File: src/rtl/seg_pkg.sv
// Shared constants and types for the seven-segment scan decoder and its glyph lookup.
package seg_pkg;

  localparam int unsigned SEG_W      = 7;
  localparam int unsigned NIB_W      = 4;
  localparam int unsigned NUM_GLYPHS = 16;
  localparam int unsigned CNT_W      = 4;

  localparam logic [SEG_W-1:0] SEG_BLANK = 7'h00;

  // Glyph for hex value i lives at bits [i*SEG_W +: SEG_W]; segment order a..g = bit6..bit0.
  localparam logic [NUM_GLYPHS*SEG_W-1:0] GLYPH_TABLE = {
    7'h47, 7'h4F, 7'h3D, 7'h4E, 7'h1F, 7'h77, 7'h7B, 7'h7F,
    7'h70, 7'h5F, 7'h5B, 7'h33, 7'h79, 7'h6D, 7'h30, 7'h7E
  };

  typedef enum logic [1:0] {
    ST_IDLE   = 2'd0,
    ST_SETTLE = 2'd1,
    ST_HELD   = 2'd2
  } state_e;

  typedef logic [CNT_W-1:0] cnt_t;

endpackage

File: src/rtl/seg_glyph_lookup.sv
// Combinational seven-segment pattern to hex nibble lookup, with legal and blank flags.
module seg_glyph_lookup
  import seg_pkg::*;
(
  input  logic [SEG_W-1:0] seg_i,
  output logic [NIB_W-1:0] nibble_c,
  output logic             legal_c,
  output logic             blank_c
);

  always_comb begin
    nibble_c = '0;
    legal_c  = 1'b0;
    blank_c  = (seg_i == SEG_BLANK);
    for (int i = 0; i < NUM_GLYPHS; i++) begin
      if (seg_i == GLYPH_TABLE[i*SEG_W +: SEG_W]) begin
        nibble_c = NIB_W'(i);
        legal_c  = 1'b1;
      end
    end
  end

endmodule

File: src/rtl/seg_scan_decoder.sv
// Recovers hex digits from a multiplexed seven-segment scan: settle-filter each
// digit strobe, capture once per stable period, and flag completed frames.
module seg_scan_decoder
  import seg_pkg::*;
#(
  parameter int unsigned SETTLE_CYCLES = 4,
  parameter int unsigned NUM_DIGITS    = 4
) (
  input  logic                        clk,
  input  logic                        rst_n,
  input  logic [SEG_W-1:0]            seg_i,
  input  logic [NUM_DIGITS-1:0]       an_i,
  output logic [NIB_W*NUM_DIGITS-1:0] digits_o,
  output logic [NUM_DIGITS-1:0]       valid_o,
  output logic [NUM_DIGITS-1:0]       blank_o,
  output logic [NUM_DIGITS-1:0]       err_o,
  output logic                        frame_done_o
);

  localparam int unsigned SAMPLE_W   = NUM_DIGITS + SEG_W;
  localparam cnt_t        SETTLE_CNT = cnt_t'(SETTLE_CYCLES);

  state_e                      state_q, state_d;
  cnt_t                        cnt_q, cnt_d;
  logic [SAMPLE_W-1:0]         sample_q, sample_d;
  logic [NIB_W*NUM_DIGITS-1:0] digits_q, digits_d;
  logic [NUM_DIGITS-1:0]       valid_q, valid_d;
  logic [NUM_DIGITS-1:0]       blank_q, blank_d;
  logic [NUM_DIGITS-1:0]       err_q, err_d;
  logic [NUM_DIGITS-1:0]       mask_q, mask_d;
  logic                        frame_done_q, frame_done_d;

  logic [SAMPLE_W-1:0]         sample_c;
  logic                        onehot_c;
  logic                        changed_c;
  logic                        capture_c;
  logic [NUM_DIGITS-1:0]       mask_acc_c;

  logic [NIB_W-1:0]            nibble_c;
  logic                        legal_c;
  logic                        blank_c;

  seg_glyph_lookup u_lookup (
    .seg_i    (seg_i),
    .nibble_c (nibble_c),
    .legal_c  (legal_c),
    .blank_c  (blank_c)
  );

  assign sample_c  = {an_i, seg_i};
  assign onehot_c  = $onehot(an_i);
  assign changed_c = (sample_c != sample_q);

  // Settle FSM: the capture fires only on the SETTLE->HELD edge.
  always_comb begin
    state_d   = state_q;
    cnt_d     = cnt_q;
    capture_c = 1'b0;
    if (!onehot_c) begin
      state_d = ST_IDLE;
      cnt_d   = '0;
    end else if (state_q == ST_IDLE || changed_c) begin
      cnt_d = cnt_t'(1);
      if (cnt_d == SETTLE_CNT) begin
        capture_c = 1'b1;
        state_d   = ST_HELD;
      end else begin
        state_d = ST_SETTLE;
      end
    end else if (state_q == ST_SETTLE) begin
      if (cnt_q < SETTLE_CNT) begin
        cnt_d = cnt_q + cnt_t'(1);
      end
      if (cnt_d == SETTLE_CNT) begin
        capture_c = 1'b1;
        state_d   = ST_HELD;
      end
    end
  end

  // Capture datapath and frame tracking.
  always_comb begin
    sample_d     = sample_c;
    digits_d     = digits_q;
    valid_d      = valid_q;
    blank_d      = blank_q;
    err_d        = err_q;
    mask_d       = mask_q;
    mask_acc_c   = mask_q;
    frame_done_d = 1'b0;
    if (capture_c) begin
      for (int k = 0; k < NUM_DIGITS; k++) begin
        if (an_i[k]) begin
          valid_d[k] = legal_c;
          blank_d[k] = blank_c;
          err_d[k]   = !legal_c && !blank_c;
          if (legal_c) begin
            digits_d[k*NIB_W +: NIB_W] = nibble_c;
          end
        end
      end
      mask_acc_c = mask_q | an_i;
      if (&mask_acc_c) begin
        frame_done_d = 1'b1;
        mask_d       = '0;
      end else begin
        mask_d = mask_acc_c;
      end
    end
  end

  always_ff @(posedge clk or negedge rst_n) begin
    if (!rst_n) begin
      state_q      <= ST_IDLE;
      cnt_q        <= '0;
      sample_q     <= '0;
      digits_q     <= '0;
      valid_q      <= '0;
      blank_q      <= '0;
      err_q        <= '0;
      mask_q       <= '0;
      frame_done_q <= 1'b0;
    end else begin
      state_q      <= state_d;
      cnt_q        <= cnt_d;
      sample_q     <= sample_d;
      digits_q     <= digits_d;
      valid_q      <= valid_d;
      blank_q      <= blank_d;
      err_q        <= err_d;
      mask_q       <= mask_d;
      frame_done_q <= frame_done_d;
    end
  end

  assign digits_o     = digits_q;
  assign valid_o      = valid_q;
  assign blank_o      = blank_q;
  assign err_o        = err_q;
  assign frame_done_o = frame_done_q;

endmodule

File: config.mk
export PLATFORM = sky130hd
export DESIGN_NAME = seg_scan_decoder
export DESIGN_NICKNAME = d
export VERILOG_FILES = /design/src/rtl/seg_pkg.sv /design/src/rtl/seg_glyph_lookup.sv /design/src/rtl/seg_scan_decoder.sv
export SDC_FILE = /design/constraint.sdc
export NUM_CORES = 1
export LEC_CHECK = 0
export ABC_AREA = 1
export CAP_MARGIN = 20
export CORE_MARGIN = 4
export CORE_UTILIZATION = 39
export CTS_CLUSTER_DIAMETER = 150
export DETAILED_ROUTE_END_ITERATION = 10
export GPL_TIMING_DRIVEN = 0
export SYNTH_ARGS = -nofsm -noshare
export SYNTH_HDL_FRONTEND = slang
export SYNTH_HIERARCHICAL = 1
export SYNTH_SLANG_ARGS = --single-unit
File: constraint.sdc
create_clock -name clk -period 3.4 [get_ports clk]
set_clock_uncertainty 0.2 [all_clocks]
set_input_delay 0.34 -clock clk [delete_from_list [all_inputs] [get_ports clk]]
set_output_delay 0.34 -clock clk [all_outputs]
set_load 0.005 [all_outputs]
# --- Word level (Yosys, flattened, before mapping) ---
# Index checks and enable logic that the tools add are counted.
word_totals:
  reg_bits: 50
  inputBits: 13
  output_inout_bits: 29
  wordCells: 114
op_classes:
  addsub: 4
  n_lt_le_gt_ge: 1
  eq_ne: 22
  muxes: 49
  bitwise: 1
  reduce_logical: 16
op_table:
  columns: ["cell", "count"]
  rows:
  - ["$eq 7x7->1 const B", 12]
  - ["$mux 4", 16]
  - ["$mux 1", 23]
  - ["$eq 7x6->1 const B", 3]
  - ["$mux 2", 6]
  - ["$mux 3", 4]
  - ["$reduce_and 3->1", 4]
  - ["$ne 11x11->1", 1]
  - ["$reduce_and 2->1", 5]
  - ["$eq 7x5->1 const B", 1]
  - ["$logic_not 7->1", 1]
  - ["$ne 3x1->1 const B", 2]
  - ["$add 1x1->2", 2]
  - ["$add 4x1->4 const B", 1]
  - ["$eq 4x3->1 const B", 1]
  - ["$lt 4x3->1 const B", 1]
  - ["$or 4x4->4", 1]
  - ["$reduce_and 4->1", 1]
  - ["$add 2x2->3", 1]
  - ["$eq 3x1->1 const B", 1]
  - ["$eq 2x1->1 const B", 1]
  - ["$logic_not 1->1", 2]
  - ["$logic_not 2->1", 1]
  - ["$logic_and 1x1->1", 1]
  - ["$logic_or 1x1->1", 1]

# --- Longest topological paths before layout ---
depth:
  word_depth: 19
  mapped_depth: 12
  mapped_depth_nobuf: 11

# --- Modules after synthesis ---
# Netlist, hierarchy kept.
modules_own_cells:
  columns: ["mod", "n_inst", "cells_each", "area_per_inst_um2", "seq_area_each_um2"]
  rows:
  - ["seg_scan_decoder", 1, 281, 2319.7, 1251.2]
  - ["seg_glyph_lookup", 1, 65, 301.5, 0.0]

# --- Worst setup path before layout ---
# Ideal clock, no wire load.
synth_path:
  path_type: "input port to flip-flop"
  start: "input an_i[0]"
  end: "register mask_q[0]"
  setup_time_ns: 0.117
  arrival_time_ns: 2.386
  required_time_ns: 3.083
  path_slack_ns: 0.697
  cell_stages: 11
  n_path_buf: 1
  path_cell_list: "inv_2 > fa_1 > inv_1 > ha_1 > ha_1 > nor3_1 > inv_1 > nor2_4 > and3_1 > buf_4 > nor2_1"
synth_via:
  elab_chain_len: 4
  word_cells_on_any_way: 10
  classes_between: "add/sub: 2; eq/ne: 2; mux: 3; bitwise: 1; reduce/logical: 2"
synth_rtl:
  columns: ["element", "line_no", "rtl"]
  rows:
  - ["from (decl)", "seg_scan_decoder.sv:12", "input logic [NUM_DIGITS-1:0] an_i,"]
  - ["$add 1x1->2 (implied by the code) / $ne 11x11->1 (equally long branches)", "seg_scan_decoder.sv:51, seg_scan_decoder.sv:52", null]
  - ["$add 2x2->3 (implied by the code) / $logic_or 1x1->1 (equally long branches)", "seg_scan_decoder.sv:51, seg_scan_decoder.sv:62", null]
  - ["$eq 3x1->1 / $mux 1 (equally long branches)", "seg_scan_decoder.sv:51, seg_scan_decoder.sv:62", null]
  - ["$mux 1", "seg_scan_decoder.sv:59", "if (!onehot_c) begin"]
  - ["to (signal assigned)", "seg_scan_decoder.sv:131", "mask_q <= mask_d;"]
  - ["to (decl)", "seg_scan_decoder.sv:30", "logic [NUM_DIGITS-1:0] mask_q, mask_d;"]
# Parallel ways exist; a longest one is shown, timed or not.
# A chain may end at the register's enable or synchronous reset.

# --- Worst setup path in the final report ---
layout_path:
  start: "input an_i[3]"
  end: "register digits_q[15], in the netlist digits_o[15]"
layout_via:
  elab_chain_len: 5
  word_cells_on_any_way: 8
  classes_between: "add/sub: 2; eq/ne: 2; mux: 2; reduce/logical: 2"
layout_rtl:
  columns: ["element", "line_no", "rtl"]
  rows:
  - ["$add 1x1->2 (implied by the code) / $ne 11x11->1 (equally long branches)", "seg_scan_decoder.sv:51, seg_scan_decoder.sv:52", null]
  - ["$add 2x2->3 (implied by the code) / $logic_or 1x1->1 (equally long branches)", "seg_scan_decoder.sv:51, seg_scan_decoder.sv:62", null]
  - ["$eq 3x1->1 / $mux 1 (equally long branches)", "seg_scan_decoder.sv:51, seg_scan_decoder.sv:62", null]
  - ["$mux 1", "seg_scan_decoder.sv:59", null]
  - ["$reduce_and 3->1 (no source line) (*)", null, null]
  - ["to (signal assigned)", "seg_scan_decoder.sv:127", "digits_q <= digits_d;"]
  - ["to (decl)", "seg_scan_decoder.sv:26", "logic [NIB_W*NUM_DIGITS-1:0] digits_q, digits_d;"]
# Mark *: on every way between the ends. The rest lies on a longest branch, timed or not.

==> summary.txt <==
Synthesis
  – Most used DFF post-synth: dfrtp_1
  – Gate Count Post-Synth: around 350
  – Synth warn: 6
  – FF+latch count, synth: 50
  – Cell taking the most area after synthesis: dfrtp_1
  – Post-synthesis cell type count: 33
  – Fraction of registers with async set/reset: 100.0%
  – Sequential share of the synthesized area: roughly 48%
  – Post-synth EDFFs: 0
  – Syn_area_per_cell: around 7.6 µm²
  – Mapped Area: around 0.0026 mm²
  – Post-synth top area share: approximately 48%
  – Largest cells by area after synthesis: dfrtp_1, nand2_1, nor2_1
  – Post-synth net total: between 300 and 400

Clocking
  – Worst-Skew Late Latency: 300 ps
  – CTS tree: built
  – Maximum root-to-sink buffer count: 2
  – Clock buffer count from CTS: 5
  – Num Clock Sinks: 50
  – CTS H-tree depth: 2
  – Worst-path clk slew: ~90 ps
  – Clock root cell: clkbuf_8

Worst setup path
  – Reg-to-reg slack, setup: approximately 1300 ps
  – Highest cell delay on the worst timing path: roughly 630 ps
  – Worst reg2reg path startpoint: cnt_q[0]
  – WP data required: approximately 3400 ps
  – Crit-path leading delay family: simple AND/OR/NAND/NOR gates
  – CP Capture Type: flip-flop
  – Cell count of the worst reg-to-reg path: 11
  – Slowest cell on crit path: clkdlybuf4s50_1
  – Worst endpoint data arrival time: between 3000 and 4000 ps
  – Reg-to-Reg End: digits_o[9]
  – CP Class: in2reg
  – CP bufs+invs: 4
  – Worst-path fanout max: 6
  – Crit path launch type: primary input
  – Worst path cell trace: clkdlybuf4s50_1, inv_2, fa_1, inv_1, ha_1, ha_1, nor3_2, inv_1, nor2_4, nand4_1, nand2_1, nand2_1

Global route
  – Largest net degree at the start of global routing: 36
  – Initial antenna violation count: 0
  – Met2 usage: around a quarter
  – M1 GR Usage: between 20% and 30%
  – Grt ovf: 0
  – Grt met3 use: under 10%
  – Top Usage Layer GRT: met2
  – Global-route wire length before repair: approximately 10000 µm
  – Number of global-route vias before repair: about 2200
  – Total Routing Usage GR: 15.61%

STA
  – # setup viols final: 0
  – Max Freq: 309.9 MHz
  – Min cycle time layout: 3227 ps
  – Least-Margin Pin Slew: around 570 ps
  – Tcrit/Tclk final: a little over nine tenths
  – Final hold vios: 0
  – RSZ-0062 raised after global routing: no
  – PnR worst setup slack: about 170 ps
  – Relative slew margins: between 60% and 70%
  – Pins Over Slew Limit: 0

Floorplan
  – Full die area: just over 0.008 mm²
  – Chip height: 89.98 µm
  – Core ar.: about 0.0064 mm²
  – Initial Utilization: between 40% and 50%
  – DIE WIDTH: 89.98 µm
  – # IOs: 42
  – FP Rows: 29

Final layout
  – Area Growth Syn to Fin: 25.39%
  – Post-layout instance area: approximately 0.0033 mm²
  – Final #Nets: just over 400
  – Layout cells sized above 1: roughly 9%
  – Commonest non-fill, non-tap cell in the layout: nand2_1
  – Util after Layout: between 50% and 60%
  – Filler Cell Count: approximately 640
  – Most frequent cells in the layout: nand2_1, nor2_1, dfrtp_1, inv_1, clkdlybuf4s50_1
  – Register Area: ~0.0013 mm²
  – Number of diodes: 0
  – Non-filler cells, final: 476
  – Area of the multi-input gates: between 0.001 and 0.0015 mm²

Placed design
  – Placed Instance Area: about 0.0031 mm²
  – Dpl hpwl: between 4000 and 5000 µm
  – Routability congestion estimate: 0.8055
  – # port buffers: just over 40
  – Inst Count DP: 465
  – Pre-CTS WS: -412.2 ps

Worst hold path
  – HP Class: in2reg
  – Hold_sp: an_i[0]
  – Hold endpoint: sample_q[7]
  – Hold path cells: 1

Route
  – Antenna-violating nets left: 0
  – Wirelength, routed: 6171 µm
  – TritonRoute pass-1 iters: 4
  – DRT iter0 DRCs: 54
  – Vias: 2290
  – Avg Vias per Cell: between 4 and 5
  – DRC: 0
  – Drt wl/cell: between 10 and 15 µm

Power and ir drop
  – Final total power: roughly 1.2 mW
  – PwrDens: roughly 360 mW/mm²
  – Lkg Pwr: between 1.5 and 2 nW
  – Peak supply drop: ~0.19 mV

Flow run
  – Max-Cap Viols: 0

Status
  – Status: completed
cell type report:
type	count	area share (%)
Multi-Input combinational cell	242	35.44
Clock inverter	2	1.142
Tap cell	77	2.931
Inverter	51	5.824
Sequential cell	50	38.07
Timing Repair Buffer	44	13.63
Clock buffer	6	2.208
Buffer	4	0.7613
synthesized netlist by cell type (2+ instances only):
master and instances:
buf_4 2, nand4_1 6, nand2_1 106, inv_2 4, ha_1 3, a21oi_1 2, nor2_2 4, dfrtp_1 50
nor2_4 7, nor4_1 2, o21ai_0 5, nor3_1 2, buf_2 2, nor2_1 56, inv_1 47, nand3_1 31
cells by family (layout without fill, tap and decap cells):
family,count (synthesis),count (layout),synth area share [%]
buffers and inverters,55,107,8.257
adders and majority gates,4,4,2.196
xor gates and xnor gates,1,1,0.3342
AOI/OAI and AO/OA,16,16,3.963
DFF,50,50,47.73
and+or+nand+nor,220,221,37.52
metal layers:
metal  share of wire (%)  vias up
li1                    -     1183
met1                  49     1061
met2                  47       39
met3                 3.1        7
met4                0.92        0
met5                   0        -
per-stage QoR:
| stage | TNS (ps) | hold WS (ps) |
|---|---|---|
| after floorplan | 0 | -155.6 |
| after global placement | -10150 | 257.0 |
| after detailed placement | -11540 | 88.72 |
| after CTS | 0 | 280.6 |
| after global routing | 0 | 123.4 |
| final | 0 | 131.9 |
registers in the layout, indices dropped and copies added (netlist names):
signal,cells
state_q,2
mask_q,4
cnt_q,4
blank_o,4
frame_done_o,1
err_o,4
sample_q,11
digits_o,16
valid_o,4
power breakdown:
group,internal (mW),total [mW],switching (mW)
combinational,0.0471,0.142,0.0945
sequential,0.605,0.613,0.00762
clock,0.220,0.426,0.206
timing repair:
action / CTS / global route
setup endpoints to repair: 16 / 24
hold buffers: 1 / 0
buffers inserted: 0 / 1
pin swaps: 0 / 3
gates cloned: 0 / 1
gates resized for setup: 1 / 2
endpoints found under the hold margin: 15 / 0
worst max-delay path by stage:
stage,from,to,slack [ps],cells past startpoint
finish,an_i[3],digits_o[15],170,12
global route,an_i[3],digits_o[13],40,12
CTS,an_i[0],digits_o[11],60,12
detailed placement,an_i[0],digits_o[11],-410,12
global placement,an_i[0],digits_o[10],-380,12
floorplan,an_i[0],mask_q[0],700,11
(Power assumes the default switching activity.)
